===== src/rtl/mp_add_pkg.sv =====
// Shared definitions for the multi-precision add/subtract sequencer.
// Holds the limb width, the sequencer state encoding and the counter width helper.
// Pure declarations: no logic, no latency, no flow control.
package mp_add_pkg;

  localparam int LIMB_W = 32;

  typedef enum logic [1:0] {
    IDLE  = 2'd0,
    RUN   = 2'd1,
    FLUSH = 2'd2
  } state_t;

  // Limb counter width; LIMBS is at least 2, so this is never zero.
  function automatic int limb_cnt_w(input int limbs);
    return (limbs <= 2) ? 1 : $clog2(limbs);
  endfunction

endpackage


===== src/rtl/carry_bypass_adder.sv =====
// Combinational W-bit carry-bypass adder: ripple inside BLK-bit blocks, skip mux per block.
// Latency: zero cycles (purely combinational).
// Backpressure: none; the caller owns all flow control.
module carry_bypass_adder #(
  parameter int W   = 32,
  parameter int BLK = 4
) (
  input  logic [W-1:0] a,
  input  logic [W-1:0] b,
  input  logic         c_in,
  output logic [W-1:0] sum,
  output logic         c_out
);

  localparam int NBLK = W / BLK;

  logic [W-1:0] p;
  logic [W-1:0] g;
  logic [W:0]   c;

  assign p = a ^ b;
  assign g = a & b;

  // Carry chain: ripple within each block; when every bit of a block propagates,
  // the block carry-out is taken straight from the block carry-in.
  always_comb begin
    logic [W:0] cv;
    cv    = '0;
    cv[0] = c_in;
    for (int k = 0; k < NBLK; k++) begin
      for (int j = 0; j < BLK; j++) begin
        cv[k*BLK+j+1] = g[k*BLK+j] | (p[k*BLK+j] & cv[k*BLK+j]);
      end
      if (&p[k*BLK +: BLK]) begin
        cv[(k+1)*BLK] = cv[k*BLK];
      end
    end
    c = cv;
  end

  assign sum   = p ^ c[W-1:0];
  assign c_out = c[W];

endmodule


===== src/rtl/mp_add_sequencer.sv =====
// Multi-precision A+B / A-B, one 32-bit limb per cycle (LSB first) through a shared adder.
// Latency: each result limb is valid one cycle after its input handshake; done one cycle after the last output transfer.
// Backpressure: out_valid && !out_ready holds the output register and drops in_ready. Optional flags: MPADD_FLAGS_EN.
module mp_add_sequencer
  import mp_add_pkg::*;
#(
  parameter int LIMBS = 4
) (
  input  logic              clk,
  input  logic              rst,
  input  logic              start,
  input  logic              op_sub,
  input  logic              in_valid,
  output logic              in_ready,
  input  logic [LIMB_W-1:0] a_limb,
  input  logic [LIMB_W-1:0] b_limb,
  output logic              out_valid,
  input  logic              out_ready,
  output logic [LIMB_W-1:0] sum_limb,
  output logic              out_last,
  output logic              carry_final,
  output logic              busy,
  output logic              done
`ifdef MPADD_FLAGS_EN
  ,
  output logic              zero_flag,
  output logic              ovf_flag
`endif
);

  localparam int CW = limb_cnt_w(LIMBS);

  state_t            state;
  state_t            state_nxt;
  logic              op_sub_q;
  logic              carry_q;
  logic [CW-1:0]     cnt;
  logic              last_limb;
  logic              in_hs;
  logic              out_hs;
  logic [LIMB_W-1:0] b_eff;
  logic [LIMB_W-1:0] add_sum;
  logic              add_cout;

  assign last_limb = (cnt == CW'(LIMBS - 1));
  assign in_hs     = in_valid && in_ready;
  assign out_hs    = out_valid && out_ready;
  assign busy      = (state != IDLE);

  // Subtraction is A + ~B + 1; the +1 comes from the carry register seeded with op_sub.
  assign b_eff = op_sub_q ? ~b_limb : b_limb;

  carry_bypass_adder #(
    .W   (LIMB_W),
    .BLK (4)
  ) u_adder (
    .a     (a_limb),
    .b     (b_eff),
    .c_in  (carry_q),
    .sum   (add_sum),
    .c_out (add_cout)
  );

  // State register.
  always_ff @(posedge clk) begin
    if (rst) begin
      state <= IDLE;
    end else begin
      state <= state_nxt;
    end
  end

  // Next-state and input-side flow control.
  always_comb begin
    state_nxt = state;
    in_ready  = 1'b0;
    case (state)
      IDLE: begin
        if (start) begin
          state_nxt = RUN;
        end
      end
      RUN: begin
        in_ready = !out_valid || out_ready;
        if (in_valid && (!out_valid || out_ready) && last_limb) begin
          state_nxt = FLUSH;
        end
      end
      FLUSH: begin
        if (out_hs) begin
          state_nxt = IDLE;
        end
      end
      default: begin
        state_nxt = IDLE;
      end
    endcase
  end

  // Datapath: operation capture, carry chaining between limbs, output register, done pulse.
  always_ff @(posedge clk) begin
    if (rst) begin
      op_sub_q    <= 1'b0;
      carry_q     <= 1'b0;
      cnt         <= '0;
      out_valid   <= 1'b0;
      sum_limb    <= '0;
      out_last    <= 1'b0;
      carry_final <= 1'b0;
      done        <= 1'b0;
    end else begin
      done <= 1'b0;
      case (state)
        IDLE: begin
          if (start) begin
            op_sub_q <= op_sub;
            carry_q  <= op_sub;
            cnt      <= '0;
          end
        end
        RUN: begin
          if (out_hs) begin
            out_valid <= 1'b0;
          end
          if (in_hs) begin
            out_valid <= 1'b1;
            sum_limb  <= add_sum;
            carry_q   <= add_cout;
            out_last  <= last_limb;
            cnt       <= last_limb ? '0 : cnt + CW'(1);
            if (last_limb) begin
              carry_final <= add_cout;
            end
          end
        end
        FLUSH: begin
          if (out_hs) begin
            out_valid <= 1'b0;
            out_last  <= 1'b0;
            done      <= 1'b1;
          end
        end
        default: begin
          out_valid <= 1'b0;
        end
      endcase
    end
  end

`ifdef MPADD_FLAGS_EN
  // Carry into bit 31 is recovered from the sum bit and the two adder operand bits.
  logic msb_carry_in;
  assign msb_carry_in = add_sum[LIMB_W-1] ^ a_limb[LIMB_W-1] ^ b_eff[LIMB_W-1];

  // Per-limb accumulation of the all-zero test; signed overflow captured on the top limb.
  always_ff @(posedge clk) begin
    if (rst) begin
      zero_flag <= 1'b0;
      ovf_flag  <= 1'b0;
    end else if (in_hs) begin
      zero_flag <= (add_sum == '0) && ((cnt == '0) || zero_flag);
      if (last_limb) begin
        ovf_flag <= msb_carry_in ^ add_cout;
      end
    end
  end
`endif

endmodule


===== config.mk =====
export PLATFORM = sky130hd
export DESIGN_NAME = mp_add_sequencer
export DESIGN_NICKNAME = d
export VERILOG_FILES = /design/src/rtl/mp_add_pkg.sv /design/src/rtl/carry_bypass_adder.sv /design/src/rtl/mp_add_sequencer.sv
export SDC_FILE = /design/constraint.sdc
export NUM_CORES = 1
export LEC_CHECK = 0
export BUFFER_PORTS_ARGS = -buffer_cell sky130_fd_sc_hd__buf_2
export CAP_MARGIN = 20
export CORE_MARGIN = 1
export CORE_UTILIZATION = 45
export DETAILED_ROUTE_END_ITERATION = 7
export PLACE_DENSITY_LB_ADDON = 0.3
export SLEW_MARGIN = 10
export SYNTH_ARGS = -nofsm -noshare
export SYNTH_HDL_FRONTEND = slang
export SYNTH_SLANG_ARGS = --single-unit

===== constraint.sdc =====
create_clock -name clk -period 27.7 [get_ports clk]
set_clock_uncertainty 0.1 [all_clocks]
set_input_delay 1.385 -clock clk [delete_from_list [all_inputs] [get_ports clk]]
set_output_delay 1.385 -clock clk [all_outputs]
set_load 0.02 [all_outputs]

# Word-level counts from Yosys, hierarchy flattened
# Index checks and enable logic that the tools add are counted.
totals:
  output_inout_bits: 38
  in_bits: 70
  register_bits: 42
  word_cells: 139
op_classes:
  bitwise_logic: 69
  n_eq_ne: 7
  reduce_logical: 25
  addsub: 1
  mux: 28
ops:
  columns: ["operator", "n"]
  rows:
  - ["bitwise XOR 32 bit", 2]
  - ["AND 1 bit", 32]
  - ["AND 32 bit", 1]
  - ["2-to-1 mux 32 bit", 1]
  - ["NOT 32 bit", 1]
  - ["bitwise OR 1 bit", 32]
  - ["AND reduction 4 bit", 8]
  - ["2-to-1 mux 1 bit", 16]
  - ["2-to-1 mux 2 bit", 6]
  - ["AND reduction 3 bit", 4]
  - ["!= test 2 bit, second input constant", 4]
  - ["one-hot mux 2 bit (3 select lines)", 1]
  - ["nonzero test 2 bit", 3]
  - ["== test 2 bit, second input constant", 2]
  - ["logical AND 1 bit", 4]
  - ["one-hot mux 1 bit (2 select lines)", 2]
  - ["one-hot mux 2 bit (2 select lines)", 1]
  - ["AND reduction 2 bit", 2]
  - ["one-hot mux 1 bit (3 select lines)", 1]
  - ["adder 2 x 1 -> 2 bit, second input constant", 1]
  - ["== test 2 x 1 -> 1 bit, second input constant", 1]
  - ["logical NOT 2 bit", 1]
  - ["OR reduction 2 bit", 1]
  - ["logical NOT 1 bit", 1]
  - ["other kinds (2)", 2]

# Longest topological paths before layout
# Gate-level depths: netlist of the first run.
logic_depth:
  ltp_word: 77
  ltp_mapped: 55
  mapped_depth_nobuf: 53

# Modules after synthesis
# Synthesis of the first run repeated with hierarchy kept, for this count alone.
unflattened:
  cells_unflattened: 346
  area_unflattened_um2: 3273.1
by_module_without_submodules:
  columns: ["module", "instances", "seq_area_each_um2", "area_per_inst_um2", "cells_each"]
  rows:
  - ["mp_add_sequencer", 1, 840.8, 2009.4, 241]
  - ["carry_bypass_adder", 1, 0.0, 1263.7, 105]

# Worst setup path after synthesis of the first run
# OpenSTA, ideal clock, no wires.
synth_timing:
  path_type: "input-to-reg"
  start: "input b_limb[0]"
  end: "register sum_limb[31]"
  arrival_ps: 15897
  path_buffers: 0
  stages: 50
  setup_ps: 128
  t_required_ps: 27472
  path_slack_ps: 11576
  cell_sequence: "xor2_1 > fa_1 > inv_1 > fa_1 > fa_1 > fa_1 > inv_1 > mux2i_2 > fa_1 > fa_1 > fa_1 > fa_1 > inv_1 > a21oi_1 > fa_1 > fa_1 > fa_1 > fa_1 > (+14 left out) > fa_1 > fa_1 > fa_1 > mux2_2 > fa_1 > fa_1 > fa_1 > fa_1 > nor2b_4 > and2b_2 > or2_1 > fa_1 > fa_1 > fa_1 > inv_1 > fa_1 > mux2i_1 > nor2_1"
synth_between:
  elab_chain_cells: 73
  elab_cells_between_ends: 75
  cone_classes: "mux (8); bitwise (66); reduce/logical (1)"
synth_rtl:
  columns: ["element", "line", "rtl"]
  rows:
  - ["from (decl)", "mp_add_sequencer.sv:16", "input logic [LIMB_W-1:0] b_limb,"]
  - ["NOT 32 bit", "mp_add_sequencer.sv:51", "assign b_eff = op_sub_q ? ~b_limb : b_limb;"]
  - ["2-to-1 mux 32 bit *", "mp_add_sequencer.sv:51", null]
  - ["bitwise XOR 32 bit", "carry_bypass_adder.sv:21", "assign p = a ^ b;"]
  - ["AND 1 bit", "carry_bypass_adder.sv:32", "cv[k*BLK+j+1] = g[k*BLK+j] | (p[k*BLK+j] & cv[k*BLK+j]);"]
  - ["bitwise OR 1 bit", "carry_bypass_adder.sv:32", null]
  - ["AND 1 bit", "carry_bypass_adder.sv:32", null]
  - ["bitwise OR 1 bit", "carry_bypass_adder.sv:32", null]
  - ["AND 1 bit", "carry_bypass_adder.sv:32", null]
  - ["(+58 left out)", null, null]
  - ["AND 1 bit *", "carry_bypass_adder.sv:32", null]
  - ["bitwise OR 1 bit *", "carry_bypass_adder.sv:32", null]
  - ["AND 1 bit *", "carry_bypass_adder.sv:32", null]
  - ["bitwise OR 1 bit *", "carry_bypass_adder.sv:32", null]
  - ["AND 1 bit *", "carry_bypass_adder.sv:32", null]
  - ["bitwise OR 1 bit *", "carry_bypass_adder.sv:32", null]
  - ["bitwise XOR 32 bit *", "carry_bypass_adder.sv:41", "assign sum = p ^ c[W-1:0];"]
  - ["via add_sum[31]", "mp_add_sequencer.sv:42", "logic [LIMB_W-1:0] add_sum;"]
  - ["to (signal assigned)", "mp_add_sequencer.sv:127", "sum_limb <= add_sum;"]
  - ["to (decl)", "mp_add_sequencer.sv:19", "output logic [LIMB_W-1:0] sum_limb,"]
# Mark *: on every way through the listed nets, which the timed path passes. The rest lies on a longest branch.
# A chain may end at the register's enable or synchronous reset.

# Worst setup path in the final report of the first run
layout_timing:
  start: "input b_limb[0]"
  end: "register carry_q"
layout_between:
  elab_chain_cells: 77
  elab_cells_between_ends: 79
  cone_classes: "mux (11); bitwise (67); reduce/logical (1)"
layout_rtl:
  columns: ["element", "line", "rtl"]
  rows:
  - ["NOT 32 bit", "mp_add_sequencer.sv:51", null]
  - ["2-to-1 mux 32 bit *", "mp_add_sequencer.sv:51", null]
  - ["bitwise XOR 32 bit", "carry_bypass_adder.sv:21", null]
  - ["AND 1 bit", "carry_bypass_adder.sv:32", null]
  - ["bitwise OR 1 bit", "carry_bypass_adder.sv:32", null]
  - ["AND 1 bit", "carry_bypass_adder.sv:32", null]
  - ["bitwise OR 1 bit", "carry_bypass_adder.sv:32", null]
  - ["AND 1 bit", "carry_bypass_adder.sv:32", null]
  - ["(+61 left out)", null, null]
  - ["bitwise OR 1 bit", "carry_bypass_adder.sv:32", null]
  - ["AND 1 bit", "carry_bypass_adder.sv:32", null]
  - ["bitwise OR 1 bit", "carry_bypass_adder.sv:32", null]
  - ["AND 1 bit", "carry_bypass_adder.sv:32", null]
  - ["bitwise OR 1 bit", "carry_bypass_adder.sv:32", null]
  - ["2-to-1 mux 1 bit *", "carry_bypass_adder.sv:34", "if (&p[k*BLK +: BLK]) begin"]
  - ["2-to-1 mux 1 bit *", "mp_add_sequencer.sv:125", "if (in_hs) begin"]
  - ["one-hot mux 1 bit (2 select lines) *", "mp_add_sequencer.sv:113", "case (state)"]
  - ["to (signal assigned)", "mp_add_sequencer.sv:117", "carry_q <= op_sub;"]
  - ["to (signal assigned)", "mp_add_sequencer.sv:128", "carry_q <= add_cout;"]
  - ["to (decl)", "mp_add_sequencer.sv:36", "logic carry_q;"]
# Mark *: on every way between the ends. The rest lies on a longest branch, timed or not. The select of a mux whose other input is x is not followed.

==> impl_summary.txt, run 1 <==
----------------------------------------------------
[Outcome]
  Run status ... finished clean

[Worst hold path]
  Path class of the lowest-slack min-delay path ... reg2reg

[STA]
  Slew of the pin with the lowest slew margin ... ~810 ps
  TNS Setup ... 0 ps
  Hold Fails Final Rpt ... 0
  Setup Viol. Count Final ... 0
  Max-slew violation count ... 0
  Max-slew headroom ... 46.1%
  Clock period minus worst slack ... roughly 17000 ps
  Maximum clock rate ... ~0.06 GHz
  Final critical-path share of the clock period ... between 60 and 70%
  RSZ-0062 raised after global routing ... no

[Finish]
  Layout cells sized above 1 ... 27.7%
  Inserted Diodes ... 0
  Growth of design area from synthesis to finish ... 21.6%
  Number of inserted filler cells in the final layout ... between 700 and 800
  Final Net Count ... approximately 600
  Area occupied by registers ... between 800 and 900 um2
  Highest-count cells in the layout ignoring fill and taps ... buf_2, inv_1, nor2_1, dfxtp_1, ha_1
  Most common cell after layout, fill and taps aside ... buf_2
  Footprint of the multi-input gates ... about 2200 um2

[Clock tree]
  Hold-fix buffer count after cts ... 0
  Max Root-Sink Buffers ... 2
  CTS clock-pin slew for the worst setup and hold paths ... roughly 90 ps
  Clock Tree Root ... clkbuf_8
  CTS tree ... done
  Number of CTS-inserted buffers ... 5
  Post-CTS Setup Inserts ... 0
  Worst-Skew Late Latency ... roughly 300 ps
  H-tree Lvls ... 2
  Post-CTS resize count ... 0
  Clock Sink Count ... 42

[Floorplan]
  Initial Util ... ~47%
  Floorplan die width ... around 89 um
  Die area ... ~7900 um2
  Number of ports placed on the die boundary ... around 110
  Die Ht ... 88.8 um
  Core area ... a little over 7000 um2
  FP Rows ... 31

[Worst setup path]
  Path type of the worst setup path ... in2reg
  Critical-path cell with the highest stage delay ... fa_1
  Crit path max fanout ... 3
  Cell mode on critical path ... fa_1
  Req. time, crit path ... 27810 ps
  Startpoint types ... primary input
  Critical Path Sink Type ... flop
  Signal arrival time at the worst endpoint ... roughly 17000 ps
  Biggest cell delay along the critical path ... between 400 and 500 ps

[Global routing]
  Number of global-route vias before repair ... about 2700
  Total gr overflow ... 0
  Global-route usage over all layers ... between 10% and 20%
  First-pass GRT wire length ... 11.6 mm
  Maximum number of pins on one net before global-route repair ... 66
  Antenna violations before repair ... 0

[Logic synthesis]
  Yosys Warn Count ... 0
  Total of flip-flops plus latches after synthesis ... 42
  Share of the synthesized netlist area taken by xor and xnor gates ... 8.27%
  EDFF count, synth ... 0
  Area share of fa/ha/maj cells after synthesis ... roughly 33%
  Mean area per synthesized cell ... ~9 um2
  Seq/Total Area, Yosys ... 24.8%
  Synthesized-area fraction occupied by ao, oa, aoi and oai cells ... 11.2%
  Share of cell area taken by muxes after synthesis ... around 2.5%
  Proportion of synthesized flip-flops having asynchronous set or reset ... 0%
  Post-synthesis cell area ... approximately 3400 um2
  Unique masters post-synth ... 38
  Most common flop cell mapped by yosys ... dfxtp_1
  Syn Nets ... 505
  Main combinational cell family by area after synthesis ... adder cells
  Post-synthesis share of cell area spent on and, or, nand and nor gates ... a little over a tenth
  Post-synthesis cell count ... 366

[Power and ir drop]
  Leakage power summed over all cells ... 0.00216 uW
  Final total power ... 265 uW
  Peak ir drop on the vdd network ... around 0.000026 V
  Power per cell area ... 64.3 nW/um2

[Route]
  Average detailed-routed wire length per instance ... ~13 um
  Iteration-0 DRC Markers ... 74
  Overall via count from detail_route ... roughly 2700
  Detail Route Antenna Nets ... 0
  DRT Pass-1 Iters ... 4
  Routed wire length ... between 7 and 8 mm
  Ratio of routed vias to standard cells ... roughly 4.7
  DRC violations left ... 0

[Placed design]
  Final Wtd Congestion ... just over 0.8
  Number of input and output port buffers inserted ... ~110
  Sum of net half-perimeters after detailed placement ... ~5.7 mm

[Flow run]
  Max-capacitance violation count ... 0

----------------------------------------------------
[synth_stat cells, drive strengths merged (2+ instances only)]
library cell | count | area (um2)
clkbuf | 7 | 26.3
nand3 | 2 | 10.0
nor2b | 2 | 20.0
nand2b | 3 | 18.8
dfxtp | 42 | 841
a21oi | 10 | 53.8
nand4 | 7 | 50.1
ha | 37 | 463
a22oi | 2 | 15.0
buf | 10 | 46.3
mux2 | 2 | 22.5
nand2 | 9 | 33.8
o21ai | 7 | 38.8
a211oi | 31 | 233
mux2i | 6 | 63.8
xor2 | 32 | 280
and3 | 2 | 12.5
nor2 | 41 | 154
fa | 32 | 641
inv | 70 | 263
nor3b | 2 | 15.0
[logic make-up (layout without fill, tap and decap cells)]
family	count (synthesis)	after routing
adders and majority gates	69	69
DFF	42	42
muxes	8	8
xor gates and xnor gates	32	32
AOI/OAI and AO/OA	54	54
and+or+nand+nor	74	74
buffers and inverters	87	187
[flip-flops by register name, summed over array words and instances (netlist names)]
register     count
sum_limb        32
out_valid        1
op_sub_q         1
cnt              2
carry_q          1
carry_final      1
done             1
out_last         1
state            2
[worst max-delay path, delay by kind of cell]
family	cells	cell delay, ps
adders and majority gates	32	12550
and+or+nand+nor	7	960
muxes	4	790
AOI/OAI and AO/OA	4	530
buffers and inverters	5	380
xor gates and xnor gates	1	200
[per-stage QoR]
stage / area, um2 / setup slack [ps] / hold WS, ps / std cells / utilization, %
6_report: 4120 / 11020 / 391 / 565 / 56.8
5_1_grt: 4120 / 10330 / 424 / 565 / 56.8
4_1_cts: 4100 / 11000 / 390 / 564 / 56.5
3_5_place_dp: 3980 / 10700 / 376 / 556 / 54.9
3_3_place_gp: 3980 / 11080 / 359 / 556 / 54.9
2_1_floorplan: 3390 / 11580 / 350 / 366 / -
[where the power goes]
part	switching (uW)	internal, uW
combinational	80.4	54.7
clock	23.3	26.8
sequential	7.19	72.4
[per-layer routing]
| layer | track usage (%) | part of all wire (%) | vias to the layer above |
|---|---|---|---|
| met4 | 6.01 | 0.77 | 0 |
| met1 | 22.9 | 44 | 1241 |
| met3 | 2.89 | 4.9 | 4 |
| met2 | 34.9 | 50 | 71 |
| met5 | 0 | 0 | - |
| li1 | - | - | 1344 |
[layout make-up]
cell class              count  share of cell area [%]
clock buffers               5                    1.67
clock inverters             3                    1.09
inverters                  70                    6.38
repair buffers            109                    13.7
well taps                  99                    3.01
flip-flops and latches     42                    20.4
multi-input cells         237                    53.7
[final timing paths]
path,startpoint,end,slack [ps],cells past startpoint
max,b_limb[0],carry_q$_SDFFE_PP0P_,11020,53
max reg2reg,op_sub_q$_SDFFE_PP0P_,carry_q$_SDFFE_PP0P_,11580,52
min reg2reg,cnt[1]$_SDFFE_PP0P_,cnt[1]$_SDFFE_PP0P_,390,2
min,cnt[1]$_SDFFE_PP0P_,cnt[1]$_SDFFE_PP0P_,390,2
(Power assumes the default switching activity.)
==> run 2, diff against run 1 <==
==> constraint.sdc (replaced) <==
create_clock -name clk -period 16.4 [get_ports clk]
set_clock_uncertainty 0.1 [all_clocks]
set_input_delay 0.82 -clock clk [delete_from_list [all_inputs] [get_ports clk]]
set_output_delay 0.82 -clock clk [all_outputs]
set_load 0.02 [all_outputs]
==> run 2 against run 1 <==
Cell count did not move. Largest cell class unchanged. Critical endpoint is now sum_limb[31]$_SDFFE_PP0P_. Global-route usage rose by 1.1 points. Worst setup slack got worse by 10000 ps. Via count fell by 0.38%. Register-to-register slack got worse by 11000 ps. Clock power rose by 99%. Die area did not move. Non-clock buffer count did not move. Clock-buffer cell count did not move. Sequential cell count did not move.
==> impl_summary.txt, run 2 (synthesized netlist as in run 1, its figures left out) <==
----------------------------------------------------
[Outcome]
  Run status ... finished clean

[Floorplan]
  Initial Util ... a little under half
  FP Rows ... 31
  Die area ... between 7000 and 8000 um2
  Core area ... 7250 um2
  Die Ht ... 88.8 um
  Number of ports placed on the die boundary ... between 100 and 150
  Floorplan die width ... 88.8 um

[Global routing]
  Maximum number of pins on one net before global-route repair ... between 60 and 70
  First-pass GRT wire length ... roughly 12 mm
  Total gr overflow ... 0
  Number of global-route vias before repair ... ~2700
  Antenna violations before repair ... 0
  Global-route usage over all layers ... 20.2%

[Worst setup path]
  Path type of the worst setup path ... in2reg
  Biggest cell delay along the critical path ... 430 ps
  Startpoint types ... primary input
  Critical Path Sink Type ... flop
  Reg2reg path depth ... 50
  Signal arrival time at the worst endpoint ... between 15000 and 20000 ps
  Cell mode on critical path ... fa_1
  Req. time, crit path ... about 16000 ps
  Critical-path cell with the highest stage delay ... fa_1
  Worst setup slack for register-to-register paths ... 870 ps
  Endpoint of the worst-slack reg-to-reg timing path ... sum_limb[31]$_SDFFE_PP0P_
  Worst reg2reg startpoint ... op_sub_q$_SDFFE_PP0P_
  Crit path max fanout ... 3

[Clock tree]
  Post-CTS Setup Inserts ... 0
  CTS clock-pin slew for the worst setup and hold paths ... around 80 ps
  Max Root-Sink Buffers ... 2
  CTS tree ... done
  Clock Sink Count ... 42
  Clock Tree Root ... clkbuf_8
  H-tree Lvls ... 2
  Worst-Skew Late Latency ... ~300 ps
  Number of CTS-inserted buffers ... 5

[STA]
  Final critical-path share of the clock period ... about 96%
  Max-slew headroom ... between 40% and 50%
  TNS Setup ... 0 ps
  Smallest setup slack after layout ... around 620 ps
  Max-slew violation count ... 0
  Maximum clock rate ... 0.0634 GHz
  Clock period minus worst slack ... 15780 ps
  RSZ-0062 raised after global routing ... no
  Hold Fails Final Rpt ... 0
  Slew of the pin with the lowest slew margin ... 815 ps
  Setup Viol. Count Final ... 0

[Placed design]
  Final Wtd Congestion ... just over 0.8
  Total placed cells including tap cells ... ~560
  Sum of net half-perimeters after detailed placement ... about 5.9 mm
  Number of input and output port buffers inserted ... about 110
  Post-Place Worst Slack ... -93.6 ps

[Route]
  Average detailed-routed wire length per instance ... around 13 um
  DRC violations left ... 0
  Overall via count from detail_route ... between 2000 and 3000
  Routed wire length ... between 7 and 8 mm
  Iteration-0 DRC Markers ... 86
  Ratio of routed vias to standard cells ... between 4 and 5
  DRT Pass-1 Iters ... 4
  Detail Route Antenna Nets ... 0

[Finish]
  Highest-count cells in the layout ignoring fill and taps ... buf_2, inv_1, nor2_1, dfxtp_1, ha_1
  Number of inserted filler cells in the final layout ... 700
  Max reg flops ... 32
  Final Net Count ... 604
  Top flop regs ... sum_limb: 32 flops, cnt: 2 flops, state: 2 flops
  Util after Layout ... roughly 57%
  Final Instance Count excl. Fillers ... 565
  Inserted Diodes ... 0
  Largest register by flop count ... sum_limb
  Most common cell after layout, fill and taps aside ... buf_2
  Layout cells sized above 1 ... 29.4%
  Growth of design area from synthesis to finish ... 23.0%

[Worst hold path]
  Hold Path Depth ... 2
  Worst Hold Path EP ... cnt[1]$_SDFFE_PP0P_
  Hold path start ... cnt[1]$_SDFFE_PP0P_
  Path class of the lowest-slack min-delay path ... reg2reg

[Power and ir drop]
  Leakage power summed over all cells ... 0.00218 uW
  Final total power ... between 400 and 500 uW
  Power per cell area ... approximately 110 nW/um2
  Peak ir drop on the vdd network ... roughly 0.000044 V

[Flow run]
  Max-capacitance violation count ... 0

----------------------------------------------------
-- run 2: changes by cell type in the layout (fill, tap and decap cells not counted) --
cell	previous run	this run
bufinv_16	1	2
clkinv_4	0	1
clkinvlp_4	2	0
fa_1	32	26
fa_2	0	6
nor2b_1	1	0
nor2b_2	0	1
xor2_1	32	31
xor2_2	0	1
-- run 2: layout make-up --
| type | instances | area (um2) | area share [%] |
|---|---|---|---|
| Multi-Input combinational cell | 237 | 2240 | 53.7 |
| Sequential cell | 42 | 842 | 20.2 |
| Timing Repair Buffer | 109 | 563 | 13.5 |
| Inverter | 70 | 263 | 6.31 |
| Tap cell | 99 | 124 | 2.97 |
| Clock buffer | 5 | 68.8 | 1.65 |
| Clock inverter | 3 | 68.8 | 1.65 |
-- run 2: worst max path at each step --
stage | startpoint | depth (start not counted) | slack, ps | endpoint
final | b_limb[0] | 51 | 620 | sum_limb[31]$_SDFFE_PP0P_
after global routing | b_limb[0] | 51 | 50 | sum_limb[31]$_SDFFE_PP0P_
after CTS | b_limb[0] | 51 | 170 | sum_limb[31]$_SDFFE_PP0P_
after detailed placement | b_limb[0] | 51 | -90 | sum_limb[31]$_SDFFE_PP0P_
after global placement | b_limb[0] | 51 | 340 | sum_limb[31]$_SDFFE_PP0P_
after floorplan | b_limb[0] | 50 | 840 | sum_limb[31]$_SDFFE_PP0P_
-- run 2: timing repair --
| item | 4_1_cts | 5_1_grt |
|---|---|---|
| setup endpoints to repair | 0 | 3 |
| gates resized for setup | 0 | 8 |
| hold buffers | 0 | 0 |
-- run 2: per-layer routing --
metal | up-vias | GRT usage, % | routed length [um] | part of all wire [%]
li1 | 1340 | - | - | -
met1 | 1228 | 24.6 | 3150 | 43
met2 | 75 | 36.2 | 3660 | 50
met3 | 7 | 3.82 | 346 | 4.8
met4 | 0 | 5.87 | 109 | 1.5
met5 | - | 0 | 0 | 0
-- run 2: worst max-delay path, delay by kind of cell --
family                   cells  cell delay (ps)
AO/OA/AOI/OAI                2              160
XOR/XNOR                     1              180
adder cells (fa/ha/maj)     32            12490
buffers and inverters        5              380
multiplexers                 4              880
AND/OR/NAND/NOR              7              950
-- run 2: metrics by stage --
stage               hold slack [ps]  instance area [um2]
finish                          380                 4170
detailed placement              369                 3980
global placement                359                 3980
CTS                             381                 4120
global route                    401                 4170
floorplan                       350                 3390
-- run 2: report_power, final --
| group | switching (uW) | internal [uW] |
|---|---|---|
| combinational | 137 | 93.9 |
| clock | 38.9 | 61.0 |
| sequential | 12.1 | 122 |
| total | 188 | 277 |
==> run 3, diff against run 2 <==
--- a/config.mk
+++ b/config.mk
@@ -11,6 +11,7 @@
 export CORE_UTILIZATION = 45
 export DETAILED_ROUTE_END_ITERATION = 7
 export PLACE_DENSITY_LB_ADDON = 0.3
+export RECOVER_POWER = 50
 export SLEW_MARGIN = 10
 export SYNTH_ARGS = -nofsm -noshare
 export SYNTH_HDL_FRONTEND = slang
==> run 3 against run 2 <==
Routed wire length is 0.50% higher. Combinational power is 2% lower. Utilization is 0.62 points lower. Die area stayed put. Clock-buffer cell count stayed put. Critical path type unchanged.
==> impl_summary.txt, run 3 (synthesized netlist as in run 1, its figures left out) <==
----------------------------------------------------
[Outcome]
  Run status ... finished clean

[Global routing]
  Global routing's busiest layer ... met2
  Global-route usage over all layers ... about 20%
  Met2 GRT Util ... a little over a third
  Antenna violations before repair ... 0
  Met3 Resource Use GR ... approximately 3.8%
  Total gr overflow ... 0
  First-pass GRT wire length ... about 12 mm
  Maximum number of pins on one net before global-route repair ... between 60 and 70
  Met1 track demand over resource ... 24.6%
  Number of global-route vias before repair ... around 2700

[Finish]
  Layout cells sized above 1 ... between 20% and 30%
  Number of inserted filler cells in the final layout ... about 730
  Max reg flops ... 32
  Final Cell Area ... approximately 4100 um2
  Top flop regs ... sum_limb: 32 flops, cnt: 2 flops, state: 2 flops
  Util after Layout ... a little under three fifths
  Inserted Diodes ... 0
  Highest-count cells in the layout ignoring fill and taps ... buf_2, inv_1, nor2_1, dfxtp_1, ha_1
  Growth of design area from synthesis to finish ... 21.7%
  Area occupied by registers ... roughly 840 um2
  Final Net Count ... between 600 and 700
  Footprint of the multi-input gates ... between 2000 and 2500 um2
  Largest register by flop count ... sum_limb
  Most common cell after layout, fill and taps aside ... buf_2

[STA]
  Hold Fails Final Rpt ... 0
  Setup Viol. Count Final ... 0
  Maximum clock rate ... roughly 0.063 GHz
  Final critical-path share of the clock period ... between 90% and 100%
  Minimum hold slack ... between 300 and 400 ps
  Max-slew violation count ... 0
  Smallest setup slack after layout ... ~620 ps
  RSZ-0062 raised after global routing ... no
  Slew of the pin with the lowest slew margin ... slightly above 800 ps
  Max-slew headroom ... between 40% and 50%
  Clock period minus worst slack ... around 16000 ps

[Placed design]
  Post-DP Area ... roughly 4000 um2
  Final Wtd Congestion ... ~0.8
  Number of input and output port buffers inserted ... roughly 110
  Sum of net half-perimeters after detailed placement ... approximately 6 mm
  Post-Place Worst Slack ... -93.6 ps

[Worst setup path]
  Req. time, crit path ... approximately 16000 ps
  Cell mode on critical path ... fa_1
  Signal arrival time at the worst endpoint ... ~16000 ps
  Crit path max fanout ... 3
  Path type of the worst setup path ... in2reg
  Critical Path Sink Type ... flop
  Startpoint types ... primary input
  Biggest cell delay along the critical path ... 430 ps
  Critical-path cell with the highest stage delay ... fa_1

[Floorplan]
  Number of ports placed on the die boundary ... approximately 110
  Initial Util ... between 40% and 50%
  Floorplan die width ... 88.8 um
  Die Ht ... 88.8 um
  Core area ... 7250 um2
  Die area ... just under 8000 um2
  FP Rows ... 31

[Power and ir drop]
  Portion of total power attributed to combinational logic ... 49.1%
  Share of power burned in registers ... about 29%
  Power per cell area ... approximately 110 nW/um2
  Switching power as a share of total power ... between 40% and 50%
  Leakage power summed over all cells ... 0.00203 uW
  Power share of the clock group ... between 20% and 30%
  Peak ir drop on the vdd network ... roughly 0.000044 V
  Pint ... ~270 uW
  Switching power of the nets ... 189 uW

[Clock tree]
  Max Root-Sink Buffers ... 2
  Number of CTS-inserted buffers ... 5
  Clock Sink Count ... between 40 and 50
  Worst-Skew Late Latency ... approximately 300 ps
  Post-CTS Setup Inserts ... 0
  H-tree Lvls ... 2
  Clock Tree Root ... clkbuf_8
  CTS clock-pin slew for the worst setup and hold paths ... about 80 ps
  Hold-fix buffer count after cts ... 0
  CTS tree ... done

[Route]
  Detail Route Antenna Nets ... 0
  Iteration-0 DRC Markers ... 88
  Average detailed-routed wire length per instance ... around 13 um
  Ratio of routed vias to standard cells ... about 4.7
  Routed wire length ... ~7.3 mm
  DRT Pass-1 Iters ... 4
  Overall via count from detail_route ... around 2700
  DRC violations left ... 0

[Worst hold path]
  Path class of the lowest-slack min-delay path ... reg2reg

[Flow run]
  Max-capacitance violation count ... 0

----------------------------------------------------
## run 3: changes by cell type in the layout (fill, tap and decap cells not counted), sizes merged
cell | previous run | this run
clkbuf | 5 | 41
buf | 109 | 73
## run 3: worst paths after layout
kind	startpoint	endpoint	slack [ps]	depth (start not counted)
worst max-delay path	b_limb[0]	sum_limb[31]$_SDFFE_PP0P_	620	51
worst min-delay path	cnt[1]$_SDFFE_PP0P_	cnt[1]$_SDFFE_PP0P_	380	2
worst max register to register	op_sub_q$_SDFFE_PP0P_	sum_limb[31]$_SDFFE_PP0P_	870	50
worst min register to register	cnt[1]$_SDFFE_PP0P_	cnt[1]$_SDFFE_PP0P_	380	2
## run 3: routing by layer
layer	up-vias	part of all wire, %
met1	1230	43
met2	77	50
li1	1340	-
met5	-	0
met4	0	1.5
met3	7	4.9
## run 3: what timing repair did
item / 4_1_cts / 5_1_grt
hold endpoints to repair: 0 / 0
endpoints found under the setup margin: 0 / 3
resized for setup: 0 / 8
## run 3: area by class of cell
class                           count  area share, %
Inverter                           70           6.38
Clock buffer                        5           1.67
Timing Repair Buffer              109           12.6
Multi-Input combinational cell    237           54.3
Clock inverter                      3           1.67
Sequential cell                    42           20.4
Tap cell                           99           3.01
## run 3: per-stage QoR
stage / TNS [ps] / std cells / total power [uW]
2_1_floorplan: 0 / 366 / 300
3_3_place_gp: 0 / 556 / 358
3_5_place_dp: -164 / 556 / 368
4_1_cts: 0 / 564 / 468
5_1_grt: 0 / 565 / 505
6_report: 0 / 565 / 462
## run 3: critical path, delay by kind of cell
| kind | cells | cell delay [ps] |
|---|---|---|
| xor+xnor | 1 | 180 |
| buf+inv | 5 | 380 |
| fa+ha+maj | 32 | 12500 |
| simple gates | 7 | 950 |
| compound gates | 2 | 160 |
| mux | 4 | 880 |
## run 3: power groups by stage
stage	registers [uW]	logic (uW)	clock network, uW
floorplan	155	145	0
global placement	136	222	0
detailed placement	137	231	0
CTS	135	232	101
global route	138	260	107
finish	135	227	100
